==> src/rtl/axis_pacer_pkg.sv <==
// Shared defaults for the AXI-Stream pacer and its tick generator.
package axis_pacer_pkg;

    localparam int DEF_WIDTH  = 8;
    localparam int DEF_CWIDTH = 28;
    localparam int DEF_BURST  = 4;

endpackage

==> src/rtl/axis_pacer_tick.sv <==
// Credit tick generator: a free-running timer that pulses once every
// effective period, where a period of 0 behaves like 1.
module pacer_tick
    import axis_pacer_pkg::*;
#(
    parameter int CWIDTH = DEF_CWIDTH
) (
    input  logic              clock,
    input  logic              resetn,
    input  logic [CWIDTH-1:0] period,
    output logic              tick
);

    logic [CWIDTH-1:0] r_timer;
    logic [CWIDTH-1:0] w_periodM1;
    logic              w_tick;

    // Last timer value of a period; a zero period clamps to a one-cycle period.
    assign w_periodM1 = (period == '0) ? '0 : period - CWIDTH'(1);

    // Compare with >= so that lowering the period mid-count ticks on the next edge.
    assign w_tick = (r_timer >= w_periodM1);
    assign tick   = w_tick;

    // Timer counts up and wraps to zero on every tick.
    always_ff @(posedge clock or negedge resetn) begin
        if (!resetn) begin
            r_timer <= '0;
        end else if (w_tick) begin
            r_timer <= '0;
        end else begin
            r_timer <= r_timer + CWIDTH'(1);
        end
    end

endmodule

==> src/rtl/axis_pacer.sv <==
// Token-bucket rate limiter for a valid/ready stream with a registered
// output stage: up to BURST words pass back-to-back, then one word per period.
module axis_pacer
    import axis_pacer_pkg::*;
#(
    parameter  int WIDTH  = DEF_WIDTH,
    parameter  int CWIDTH = DEF_CWIDTH,
    parameter  int BURST  = DEF_BURST,
    localparam int KWIDTH = $clog2(BURST + 1)
) (
    input  logic              clock,
    input  logic              resetn,
    input  logic [CWIDTH-1:0] period,
    input  logic              enable,
    input  logic [WIDTH-1:0]  idata,
    input  logic              ivalid,
    output logic              iready,
    output logic [WIDTH-1:0]  odata,
    output logic              ovalid,
    input  logic              oready,
    output logic [KWIDTH-1:0] credits
);

    localparam logic [KWIDTH:0] BURST_WIDE = (KWIDTH + 1)'(BURST);

    logic              w_tick;
    logic              w_iready;
    logic              w_accept;
    logic [KWIDTH:0]   w_creditSum;
    logic [KWIDTH-1:0] w_creditNext;
    logic [KWIDTH-1:0] r_credits;
    logic [WIDTH-1:0]  r_odata;
    logic              r_ovalid;

    pacer_tick #(
        .CWIDTH (CWIDTH)
    ) u_tick (
        .clock  (clock),
        .resetn (resetn),
        .period (period),
        .tick   (w_tick)
    );

    // Ready needs a credit and a free (or draining) output register; ivalid never feeds back.
    assign w_iready = enable && (r_credits != '0) && (!r_ovalid || oready);
    assign w_accept = ivalid && w_iready;

    // Credit count gains one on a tick, loses one per accepted word, and saturates at BURST.
    always_comb begin
        w_creditSum = {1'b0, r_credits}
                    + {{KWIDTH{1'b0}}, w_tick}
                    - {{KWIDTH{1'b0}}, w_accept};
        if (w_creditSum > BURST_WIDE) begin
            w_creditNext = BURST_WIDE[KWIDTH-1:0];
        end else begin
            w_creditNext = w_creditSum[KWIDTH-1:0];
        end
    end

    // Credits start full so the first burst passes immediately after reset.
    always_ff @(posedge clock or negedge resetn) begin
        if (!resetn) begin
            r_credits <= BURST_WIDE[KWIDTH-1:0];
        end else begin
            r_credits <= w_creditNext;
        end
    end

    // Output register loads on accept and empties when the sink takes the word; data holds otherwise.
    always_ff @(posedge clock or negedge resetn) begin
        if (!resetn) begin
            r_ovalid <= 1'b0;
            r_odata  <= '0;
        end else if (w_accept) begin
            r_ovalid <= 1'b1;
            r_odata  <= idata;
        end else if (r_ovalid && oready) begin
            r_ovalid <= 1'b0;
        end
    end

    assign iready  = w_iready;
    assign odata   = r_odata;
    assign ovalid  = r_ovalid;
    assign credits = r_credits;

endmodule
==> config.mk <==
export PLATFORM = sky130hd
export DESIGN_NAME = axis_pacer
export DESIGN_NICKNAME = d
export VERILOG_FILES = /design/src/rtl/axis_pacer_pkg.sv /design/src/rtl/axis_pacer_tick.sv /design/src/rtl/axis_pacer.sv
export SDC_FILE = /design/constraint.sdc
export NUM_CORES = 1
export LEC_CHECK = 0
export ABC_AREA = 1
export BUFFER_PORTS_ARGS = -buffer_cell sky130_fd_sc_hd__buf_4
export CORE_MARGIN = 2
export CORE_UTILIZATION = 50
export CTS_BUF_LIST = sky130_fd_sc_hd__clkbuf_8
export DETAILED_ROUTE_END_ITERATION = 6
export PLACE_DENSITY_LB_ADDON = 0.08
export SLEW_MARGIN = 5
export SYNTH_ARGS = -nofsm -noshare
export SYNTH_HDL_FRONTEND = slang
export SYNTH_SLANG_ARGS = --single-unit
==> constraint.sdc <==
create_clock -name clock -period 4.14 [get_ports clock]
set_input_delay 0.828 -clock clock [delete_from_list [all_inputs] [get_ports clock]]
set_output_delay 0.828 -clock clock [all_outputs]
set_load 0.01 [all_outputs]
==> out/qor.log, run 1 <==
qor: status.status finished clean
qor: critical_path.crit_path_launch_type input port
qor: place.dp_hpwl 8.05 mm
qor: critical_path.critPathKind input port to flop
qor: detailed_routing.drt-pass1-iter-count 4
qor: detailed_routing.drtAntennaViolNets 0
qor: sta.max_slew.worst_pin.slew 499 ps
qor: clocking.clock_tree_from_tritoncts yes
qor: sta.final_critical_delay_including_setup_and_external_delays 3920 ps
qor: yosys.postSynthRegisterBits 40
qor: critical_path.r2r_start u_tick.r_timer[23]
qor: power.worst_ir_drop_vdd 0.000349 V
qor: global_route.pin_count_of_the_biggest_net_entering_global_routing 41
qor: critical_path.cp-end-kind flop
qor: sta.setup_viol 0
qor: critical_path.cp_data_required_time 4380 ps
qor: hold_path.timing.hold.worst.class input port to asynchronous set/reset pin
qor: detailed_routing.drcViolationCount 0
qor: critical_path.rr_endpoint credits[2]
qor: place.port-buffer-count 53
qor: power.fin_total_pwr 1.22 mW
qor: global_route.antenna_found_initial 0
qor: floorplanning.starting_density_of_the_core 0.515
qor: run.maxCapViolCount 0
qor: yosys.post_synthesis_mean_instance_area 6.49 µm²
qor: floorplanning.core-area 0.00725 mm²
qor: yosys.synth_compound_area_frac 0.0556
qor: critical_path.worst-r2r-setup-slack 1450 ps
qor: detailed_routing.drt_iter0_markers 124
qor: layout.num-nets-final 750
qor: detailed_routing.vias 3868
qor: sta.final-max-slew-violation-count 0
qor: yosys.synth_cell_types 37
qor: clocking.clk_pin_slew_worst_paths 80 ps
qor: yosys.synth_nets 652
qor: sta.remaining_max_slew_budget_at_the_tightest_pin 0.668
qor: power.power_density 256 mW/mm²
qor: power.power.static_leakage 2.45 nW
qor: clocking.cts.sinks 40
qor: clocking.numCtsBuffers 5
qor: floorplanning.chipWidth 90.4 µm
qor: clocking.worst_skew_pair_latency 300 ps
qor: global_route.first_global_vias 3858
qor: layout.area_delta_synth_final 27.3%
qor: clocking.clk_root_buffer_cell sky130_fd_sc_hd__clkbuf_8
qor: yosys.synth_seq_area_share 0.269
qor: yosys.synth_area 0.00373 mm²
qor: yosys.yosysWarnings 0
qor: yosys.synth-xor-area-share 0.0516
qor: clocking.h-tree-depth 2
qor: yosys.synthAdderAreaFrac 0.123
qor: detailed_routing.drt_wl_total 9.99 mm
qor: clocking.clockBufferDepth 2
qor: global_route.grt_pass1_wl 16.8 mm
qor: yosys.largest_family_of_logic_cells_by_synthesized_area simple AND/OR/NAND/NOR gates
qor: yosys.yosys-top-cells-area sky130_fd_sc_hd__dfrtp_1 (26%), sky130_fd_sc_hd__nand2_1 (16%), sky130_fd_sc_hd__ha_1 (12%)
qor: yosys.top_cell_type_s_share_of_synthesized_area 0.261
qor: layout.antenna_cells_inserted 0
qor: floorplanning.number_of_rows_in_the_core_area 31
qor: detailed_routing.via_per_inst 5.00
qor: layout.drive_above_1_share 0.221
qor: sta.max_freq 255 MHz
qor: yosys.synthDominantAreaCellType sky130_fd_sc_hd__dfrtp_1
qor: yosys.synthMuxAreaShare 0
qor: sta.hold_slack 482 ps
qor: detailed_routing.detail_route.wl_per_cell 12.9 µm
qor: sta.final.setup_skew 9.16 ps
qor: clocking.postCtsHoldBufs 0
qor: global_route.grt_remaining_overflow 0
qor: critical_path.timing.critical_path.arrival 4160 ps
qor: critical_path.path_max_fanout 8
qor: yosys.mapped_cells 575
qor: global_route.grtUsageTotal 0.251
qor: floorplanning.ios 54
qor: sta.final-hold-violation-count 0
qor: place.routabilityCongestion 0.895
qor: sta.min_period_over_period 0.948
qor: yosys.post_synth_and_or_nand_nor_area_fraction 0.412
qor: critical_path.worstRegToRegCells 17
qor: floorplanning.fp.dieArea 0.00817 mm²
qor: layout.post_layout_nonfiller_instances 773
qor: place.total_instance_count_after_detailed_placement 758
qor: floorplanning.floorplan.die.height 90.4 µm
registers in the layout, summed over array words and instances (netlist names):
signal	count
credits	3
odata	8
u_tick.r_timer	28
ovalid	1
per-layer routing:
| metal | GRT usage | routed length [µm] | up-vias |
|---|---|---|---|
| li1 | - | - | 2018 |
| met1 | 0.303 | 4420 | 1737 |
| met2 | 0.464 | 4920 | 93 |
| met3 | 0.0242 | 366 | 20 |
| met4 | 0.0872 | 284 | 0 |
| met5 | 0 | 0 | - |
cell usage after synthesis, drive strengths merged:
cell      n
a21o      2
a21oi    16
and2      1
buf       4
clkinv    2
dfrtp    39
dfstp     1
fa        1
ha       35
inv      76
nand2   165
nand3    46
nand3b    3
nand4     9
nor2    119
nor3     11
nor4      2
o211ai    2
o21a      1
o21ai    12
o21bai    2
o221ai    1
o22ai     1
or2       2
xnor2     9
xor2     13
through the flow:
step | utilization | TNS, ps | cell area, µm² | setup slack, ps
2_1_floorplan | - | 0 | 3740 | 24.8
3_3_place_gp | 0.619 | -305 | 4490 | -130
6_report | 0.655 | 0 | 4750 | 215
5_1_grt | 0.655 | -91.2 | 4750 | -49.7
4_1_cts | 0.634 | 0 | 4600 | 8.96
3_5_place_dp | 0.619 | -746 | 4490 | -280
worst max-delay path: stages:
cell and delay [ps]:
sky130_fd_sc_hd__buf_4 120, sky130_fd_sc_hd__inv_4 60, sky130_fd_sc_hd__ha_1 150, sky130_fd_sc_hd__inv_1 60, sky130_fd_sc_hd__nor3_1 230, sky130_fd_sc_hd__nand3_2 160, sky130_fd_sc_hd__nor2_8 210, sky130_fd_sc_hd__inv_4 80
sky130_fd_sc_hd__nand3_1 110, sky130_fd_sc_hd__ha_1 260, sky130_fd_sc_hd__nand2_1 110, sky130_fd_sc_hd__nor2_2 50, sky130_fd_sc_hd__and2_4 140, sky130_fd_sc_hd__nand2_1 70, sky130_fd_sc_hd__nand3_2 70, sky130_fd_sc_hd__nor2_2 130
sky130_fd_sc_hd__nand2_2 80, sky130_fd_sc_hd__inv_1 90, sky130_fd_sc_hd__ha_4 200, sky130_fd_sc_hd__inv_2 60, sky130_fd_sc_hd__ha_4 120, sky130_fd_sc_hd__inv_2 40, sky130_fd_sc_hd__fa_2 350, sky130_fd_sc_hd__xor2_1 130
sky130_fd_sc_hd__nand2_1 100, sky130_fd_sc_hd__buf_4 140
kinds of logic (layout without fill, tap and decap cells):
kind of cell    after synthesis  count (layout)
xor+xnor                     22              22
simple gates                358             358
compound gates               37              37
buf+inv                      82             181
fa+ha+maj                    36              36
flops                        40              40
placed cells by master, fill, tap and decap left out, types with 2 or more instances in the layout:
cell type / n
sky130_fd_sc_hd__xnor2_1: 9
sky130_fd_sc_hd__dfrtp_1: 39
sky130_fd_sc_hd__ha_1: 32
sky130_fd_sc_hd__nand3_2: 2
sky130_fd_sc_hd__buf_4: 95
sky130_fd_sc_hd__inv_4: 3
sky130_fd_sc_hd__inv_1: 71
sky130_fd_sc_hd__nor4_1: 2
sky130_fd_sc_hd__clkbuf_8: 5
sky130_fd_sc_hd__o21bai_1: 2
sky130_fd_sc_hd__nand3b_1: 3
sky130_fd_sc_hd__a21oi_1: 16
sky130_fd_sc_hd__nor2_2: 12
sky130_fd_sc_hd__xor2_1: 13
sky130_fd_sc_hd__nor3_1: 9
sky130_fd_sc_hd__nand2_1: 155
sky130_fd_sc_hd__o211ai_1: 2
sky130_fd_sc_hd__nor2_4: 4
sky130_fd_sc_hd__nor2_1: 102
sky130_fd_sc_hd__inv_2: 3
sky130_fd_sc_hd__ha_4: 3
sky130_fd_sc_hd__nand4_1: 9
sky130_fd_sc_hd__or2_2: 2
sky130_fd_sc_hd__nand3_1: 44
sky130_fd_sc_hd__a21o_1: 2
sky130_fd_sc_hd__o21ai_0: 10
sky130_fd_sc_hd__nand2_2: 9
worst max-delay path by stage:
stage | startpoint | to | slack (ps) | cells past startpoint
6_report | period[0] | credits[2] | 220 | 26
3_3_place_gp | period[0] | credits[1] | -130 | 27
4_1_cts | period[0] | credits[0] | 9 | 27
3_5_place_dp | period[0] | credits[0] | -280 | 27
5_1_grt | period[19] | credits[0] | -50 | 25
2_1_floorplan | period[0] | credits[0] | 20 | 28
cell type report:
| class | count | area [µm²] |
|---|---|---|
| fillers | 674 | 2500 |
| multi-input cells | 453 | 2500 |
| flip-flops and latches | 40 | 1000 |
| repair buffers | 95 | 713 |
| inverters | 78 | 305 |
| well taps | 99 | 124 |
| clock buffers | 5 | 68.8 |
| clock inverters | 3 | 38.8 |
power breakdown:
group / switching, mW / internal [mW] / total, mW / leakage, nW
registers: 0.0392 / 0.446 / 0.486 / 0.532
clock network: 0.137 / 0.176 / 0.314 / 0.0593
logic: 0.213 / 0.204 / 0.418 / 1.85
total: 0.390 / 0.827 / 1.22 / 2.45
what timing repair did:
item,CTS,global route
setup endpoints to repair,0,3
setup buffers,0,7
gates resized for setup,0,33
Power figures use the tool's default switching activity.
==> run 2: changes to the inputs <==
Settings changed: CORE_ASPECT_RATIO set to 0.8, GPL_ROUTABILITY_DRIVEN set to 0.
==> run 2 against run 1 <==
  * Via count rose by 2.2%
  * Cell count is 1.7% lower
  * First-iteration DRC count is 73% higher
  * Design area down 0.11%
  * Fmax shrank 1.8%
  * Core utilization decreased by 0.68 points
  * Die area hardly changed
  * Critical endpoint unchanged
==> out/qor.log, run 2 (synthesis results as in run 1) <==
qor: critical_path.critPathMaxStageDelay 340 ps
qor: layout.area_delta_synth_final 27.2%
qor: clocking.clockBufferDepth 2
qor: hold_path.timing.hold.worst.class flop to flop
qor: layout.drive_above_1_share 0.231
qor: detailed_routing.via_per_inst 5.20
qor: critical_path.rr_endpoint credits[2]
qor: critical_path.critPathKind input port to flop
qor: global_route.grtUsageTotal 0.253
qor: power.power.static_leakage 2.45 nW
qor: clocking.clk_pin_slew_worst_paths 80 ps
qor: layout.layout_common_cells sky130_fd_sc_hd__nand2_1 (156), sky130_fd_sc_hd__nor2_1 (98), sky130_fd_sc_hd__buf_4 (90)
qor: detailed_routing.detail_route.wl_per_cell 13.5 µm
qor: sta.min_period_over_period 0.966
qor: critical_path.worst-r2r-setup-slack 1320 ps
qor: detailed_routing.vias 3954
qor: layout.finalInstanceArea 0.00475 mm²
qor: critical_path.r2r_start u_tick.r_timer[21]
qor: floorplanning.number_of_rows_in_the_core_area 28
qor: floorplanning.chipWidth 101 µm
qor: detailed_routing.drtAntennaViolNets 0
qor: clocking.numCtsBuffers 5
qor: floorplanning.fp.dieArea 0.00818 mm²
qor: clocking.postCtsHoldBufs 0
qor: global_route.grt.busiest_layer met1
qor: detailed_routing.drt_wl_total 10.3 mm
qor: global_route.grt_use_met1 0.389
qor: layout.layout_commonest_cell sky130_fd_sc_hd__nand2_1
qor: global_route.first_global_vias 3487
qor: critical_path.crit_path_top_delay_cell sky130_fd_sc_hd__ha_1
qor: sta.final-max-slew-violation-count 0
qor: layout.biggest_register u_tick.r_timer
qor: critical_path.timing.critical_path.arrival 4240 ps
qor: sta.final.setup_skew 9.85 ps
qor: clocking.cts.sinks 40
qor: power.worst_ir_drop_vdd 0.000226 V
qor: clocking.h-tree-depth 2
qor: floorplanning.core-area 0.00732 mm²
qor: critical_path.cp-end-kind flop
qor: hold_path.worst_hold_stages 2
qor: detailed_routing.drcViolationCount 0
qor: power.fin_total_pwr 1.16 mW
qor: detailed_routing.drt-pass1-iter-count 7
qor: global_route.grt_pass1_wl 16.4 mm
qor: floorplanning.starting_density_of_the_core 0.510
qor: critical_path.crit_path_launch_type input port
qor: global_route.globalRouteMet2Util 0.377
qor: layout.largest_register_ff_count 28
qor: global_route.use_met3 0.0379
qor: place.placement.cell_area 0.00447 mm²
qor: floorplanning.floorplan.die.height 81.3 µm
qor: place.port-buffer-count 53
qor: clocking.clk_root_buffer_cell sky130_fd_sc_hd__clkbuf_8
qor: floorplanning.ios 54
qor: hold_path.holdPathEnd odata[3]
qor: sta.final-hold-violation-count 0
qor: critical_path.timing.critical_path.cells buf_4 -> nor2_1 -> nand3_1 -> nor2_4 -> inv_2 -> nor2_1 -> o211ai_1 -> ha_1 -> nand2_1 -> nor2_2 -> and2_4 -> nand2_4 -> nor2_2 -> nand2_1 -> nand2_2 -> inv_2 -> ha_1 -> inv_1 -> ha_2 -> inv_2 -> fa_2 -> xor2_1 -> nand2_1 -> buf_4
qor: sta.remaining_max_slew_budget_at_the_tightest_pin 0.657
qor: global_route.grt_remaining_overflow 0
qor: layout.num-nets-final 746
qor: run.maxCapViolCount 0
qor: global_route.pin_count_of_the_biggest_net_entering_global_routing 41
qor: status.status finished clean
qor: sta.final_critical_delay_including_setup_and_external_delays 4000 ps
qor: critical_path.worstRegToRegCells 17
qor: detailed_routing.drt_iter0_markers 215
qor: global_route.antenna_found_initial 0
qor: critical_path.path_max_fanout 4
qor: hold_path.hold_start odata[3]
qor: power.power_density 244 mW/mm²
qor: layout.antenna_cells_inserted 0
qor: sta.setup_viol 0
qor: sta.max_freq 250 MHz
qor: clocking.worst_skew_pair_latency 300 ps
qor: clocking.clock_tree_from_tritoncts yes
qor: critical_path.cp_data_required_time 4380 ps
qor: place.dp_hpwl 8.22 mm
qor: sta.max_slew.worst_pin.slew 514 ps
[run 2: cell types whose count changed in the layout (fill, tap and decap cells not counted), sizes merged]
cell    previous run  this run
inv               78        79
buf               95        91
bufinv             1         0
[run 2: where the power goes]
group / switching, mW / leakage (nW) / internal (mW)
registers: 0.0353 / 0.532 / 0.446
logic: 0.215 / 1.87 / 0.204
clock network: 0.140 / 0.0507 / 0.116
[run 2: final cells by class]
class	instances	area [µm²]
Sequential cell	40	1000
Clock buffer	5	68.8
Fill cell	688	2580
Tap cell	90	113
Inverter	78	303
Timing Repair Buffer	91	687
Clock inverter	3	16.3
Multi-Input combinational cell	453	2560
[run 2: metrics by stage]
stage	std cells	setup TNS, ps	setup WS, ps	util	hold slack (ps)
CTS	755	0	46.1	0.623	490
global route	760	-86.9	-48.4	0.648	508
finish	760	0	142	0.648	483
global placement	747	-299	-128	0.611	468
detailed placement	747	-690	-261	0.611	469
floorplan	575	0	24.8	-	451
[run 2: metal layers]
layer | part of all wire | vias up
met5 | 0 | -
met2 | 0.44 | 98
met3 | 0.057 | 8
met1 | 0.50 | 1841
met4 | 0.0074 | 0
li1 | - | 2007
[run 2: worst max-delay path, delay by kind of cell]
kind | cells | cell delay, ps
AOI/OAI and AO/OA | 1 | 200
xor gates and xnor gates | 1 | 140
adders and majority gates | 4 | 1120
buffers and inverters | 6 | 490
and+or+nand+nor | 12 | 1460
[run 2: worst max path at each step]
stage,end,slack [ps],startpoint
2_1_floorplan,credits[0],20,period[0]
3_3_place_gp,credits[1],-130,period[0]
3_5_place_dp,credits[1],-260,period[3]
4_1_cts,credits[1],50,period[3]
5_1_grt,credits[0],-50,period[0]
6_report,credits[2],140,period[7]
[run 2: what timing repair did]
action | in CTS | in global routing
setup buffers | 0 | 6
endpoints found under the setup margin | 0 | 3
endpoints found under the hold margin | 0 | 0
gates resized for setup | 0 | 52
==> run 3: changes to the inputs <==
Settings changed: CTS_BUF_LIST sky130_fd_sc_hd__clkbuf_8 to sky130_fd_sc_hd__clkbuf_4, REMOVE_ABC_BUFFERS set to 1.
==> run 3 against run 2 <==
  * Flip-flop and latch count is the same
  * Routed wire length shrank 2.3%
  * Fmax grew 1.8%
  * Worst setup slack gained 71 ps
  * Hold slack lost 58 ps
  * Clock-buffer cell count is the same
  * Critical path type unchanged
==> out/qor.log, run 3 (synthesis results as in run 1) <==
qor: layout.layout_commonest_cell sky130_fd_sc_hd__nand2_1
qor: place.dp_hpwl 8.13 mm
qor: sta.setup_viol 0
qor: place.placement.cell_area 0.00447 mm²
qor: power.power_density 243 mW/mm²
qor: critical_path.cp_data_required_time 4430 ps
qor: layout.biggest_register u_tick.r_timer
qor: layout.drive_above_1_share 0.216
qor: power.power.share.combinational 0.346
qor: power.share_clk_of_total_power 0.235
qor: global_route.pin_count_of_the_biggest_net_entering_global_routing 41
qor: critical_path.cp_common_cell sky130_fd_sc_hd__buf_4
qor: detailed_routing.vias 3895
qor: floorplanning.chipWidth 101 µm
qor: sta.setup_ws 213 ps
qor: power.power.internal 0.757 mW
qor: layout.antenna_cells_inserted 0
qor: clocking.clockBufferDepth 2
qor: clocking.h-tree-depth 2
qor: critical_path.worst-r2r-setup-slack 1330 ps
qor: power.p_seq_frac 0.420
qor: sta.final-hold-violation-count 0
qor: sta.final_critical_delay_including_setup_and_external_delays 3930 ps
qor: run.maxCapViolCount 0
qor: global_route.grtUsageTotal 0.251
qor: global_route.first_global_vias 3450
qor: critical_path.rr_endpoint credits[1]
qor: sta.final.setup_skew 11.6 ps
qor: detailed_routing.drt_iter0_markers 284
qor: power.worst_ir_drop_vdd 0.000190 V
qor: detailed_routing.drtAntennaViolNets 0
qor: global_route.grt_pass1_wl 16.3 mm
qor: sta.max_freq 255 MHz
qor: clocking.clock_tree_from_tritoncts yes
qor: detailed_routing.via_per_inst 5.11
qor: power.sw_ratio 0.338
qor: status.status finished clean
qor: layout.area_delta_synth_final 26.0%
qor: power.netSwitchingPower 0.386 mW
qor: sta.max_slew.worst_pin.slew 516 ps
qor: floorplanning.number_of_rows_in_the_core_area 28
qor: layout.layout_common_cells sky130_fd_sc_hd__nand2_1 (153), sky130_fd_sc_hd__nor2_1 (107), sky130_fd_sc_hd__buf_4 (92)
qor: sta.hold_slack 425 ps
qor: critical_path.timing.critical_path.arrival 4210 ps
qor: detailed_routing.detail_route.wl_per_cell 13.2 µm
qor: sta.min_period_over_period 0.948
qor: floorplanning.ios 54
qor: sta.final-max-slew-violation-count 0
qor: critical_path.r2r_start u_tick.r_timer[7]
qor: detailed_routing.drcViolationCount 0
qor: layout.finalInstanceArea 0.00470 mm²
qor: place.port-buffer-count 53
qor: critical_path.worstRegToRegCells 15
qor: floorplanning.floorplan.die.height 81.3 µm
qor: clocking.clk_pin_slew_worst_paths 140 ps
qor: hold_path.timing.hold.worst.class input port to asynchronous set/reset pin
qor: critical_path.path_max_fanout 4
qor: floorplanning.core-area 0.00732 mm²
qor: critical_path.worst_setup_path_startpoint period[3]
qor: place.dpl_worst_slack -229 ps
qor: global_route.grt_remaining_overflow 0
qor: critical_path.crit_path_launch_type input port
qor: floorplanning.starting_density_of_the_core 0.510
qor: critical_path.critPathKind input port to flop
qor: detailed_routing.drt-pass1-iter-count 4
qor: sta.remaining_max_slew_budget_at_the_tightest_pin 0.656
qor: clocking.cts.sinks 40
qor: detailed_routing.drt_wl_total 10.0 mm
qor: critical_path.timing.critical_path.to credits[1]
qor: clocking.numCtsBuffers 5
qor: floorplanning.fp.dieArea 0.00818 mm²
qor: layout.num-nets-final 748
qor: layout.largest_register_ff_count 28
qor: critical_path.cp-end-kind flop
qor: global_route.antenna_found_initial 0
qor: critical_path.crit_path_top_delay_cell sky130_fd_sc_hd__fa_2
qor: clocking.worst_skew_pair_latency 360 ps
qor: critical_path.critPathMaxStageDelay 330 ps
qor: clocking.clk_root_buffer_cell sky130_fd_sc_hd__clkbuf_4
qor: power.power.static_leakage 2.42 nW
-- run 3: cell count changes in the layout (fill, tap and decap cells not counted), moves of 4 or more --
cell / change
sky130_fd_sc_hd__nor2_2: -5
sky130_fd_sc_hd__nor2_4: -4
sky130_fd_sc_hd__nand2_2: +5
sky130_fd_sc_hd__clkbuf_4: +5
sky130_fd_sc_hd__inv_2: -4
sky130_fd_sc_hd__nor2_1: +9
sky130_fd_sc_hd__inv_1: +4
sky130_fd_sc_hd__clkbuf_8: -5
-- run 3: worst max-delay path: cells and delay by family --
kind | cells | cell delay [ps]
xor gates and xnor gates | 1 | 140
adders and majority gates | 4 | 920
buffers and inverters | 8 | 830
and+or+nand+nor | 13 | 1470
-- run 3: routing by layer --
layer / vias to the layer above / global-route usage / routed length [µm]
li1: 2018 / - / -
met1: 1790 / 0.393 / 5130
met2: 81 / 0.377 / 4380
met3: 6 / 0.0327 / 480
met4: 0 / 0.0260 / 31
met5: - / 0 / 0
-- run 3: how the worst min path moves through the flow --
stage	from	endpoint	depth (start not counted)
finish	resetn	u_tick.r_timer[26]	1
detailed placement	odata[1]	odata[1]	2
floorplan	u_tick.r_timer[0]	u_tick.r_timer[0]	1
global route	resetn	u_tick.r_timer[21]	1
global placement	odata[1]	odata[1]	2
CTS	resetn	u_tick.r_timer[21]	1
-- run 3: stage by stage --
stage | std cells | util | TNS [ps] | power (mW)
detailed placement | 749 | 0.610 | -583 | 0.873
floorplan | 571 | - | -201 | 0.681
global placement | 749 | 0.610 | -241 | 0.860
finish | 762 | 0.642 | 0 | 1.14
global route | 762 | 0.642 | -6.57 | 1.22
CTS | 757 | 0.621 | 0 | 1.14
-- run 3: power groups by stage --
stage	combinational, mW	clock [mW]	sequential (mW)
3_3_place_gp	0.373	0	0.488
5_1_grt	0.442	0.289	0.489
2_1_floorplan	0.171	0	0.509
6_report	0.395	0.269	0.480
4_1_cts	0.387	0.269	0.480
3_5_place_dp	0.386	0	0.488
-- run 3: final cells by class --
| cell class | count | area [µm²] |
|---|---|---|
| fillers | 706 | 2620 |
| multi-input cells | 453 | 2500 |
| flip-flops and latches | 40 | 1000 |
| repair buffers | 93 | 711 |
| inverters | 78 | 298 |
| well taps | 90 | 113 |
| clock inverters | 3 | 42.5 |
| clock buffers | 5 | 37.5 |
-- run 3: repair_timing --
| item | CTS | global route |
|---|---|---|
| endpoints found under the hold margin | 0 | 0 |
| setup buffers | 0 | 5 |
| gates resized for setup | 0 | 29 |
| hold buffers | 0 | 0 |
| setup endpoints to repair | 0 | 3 |
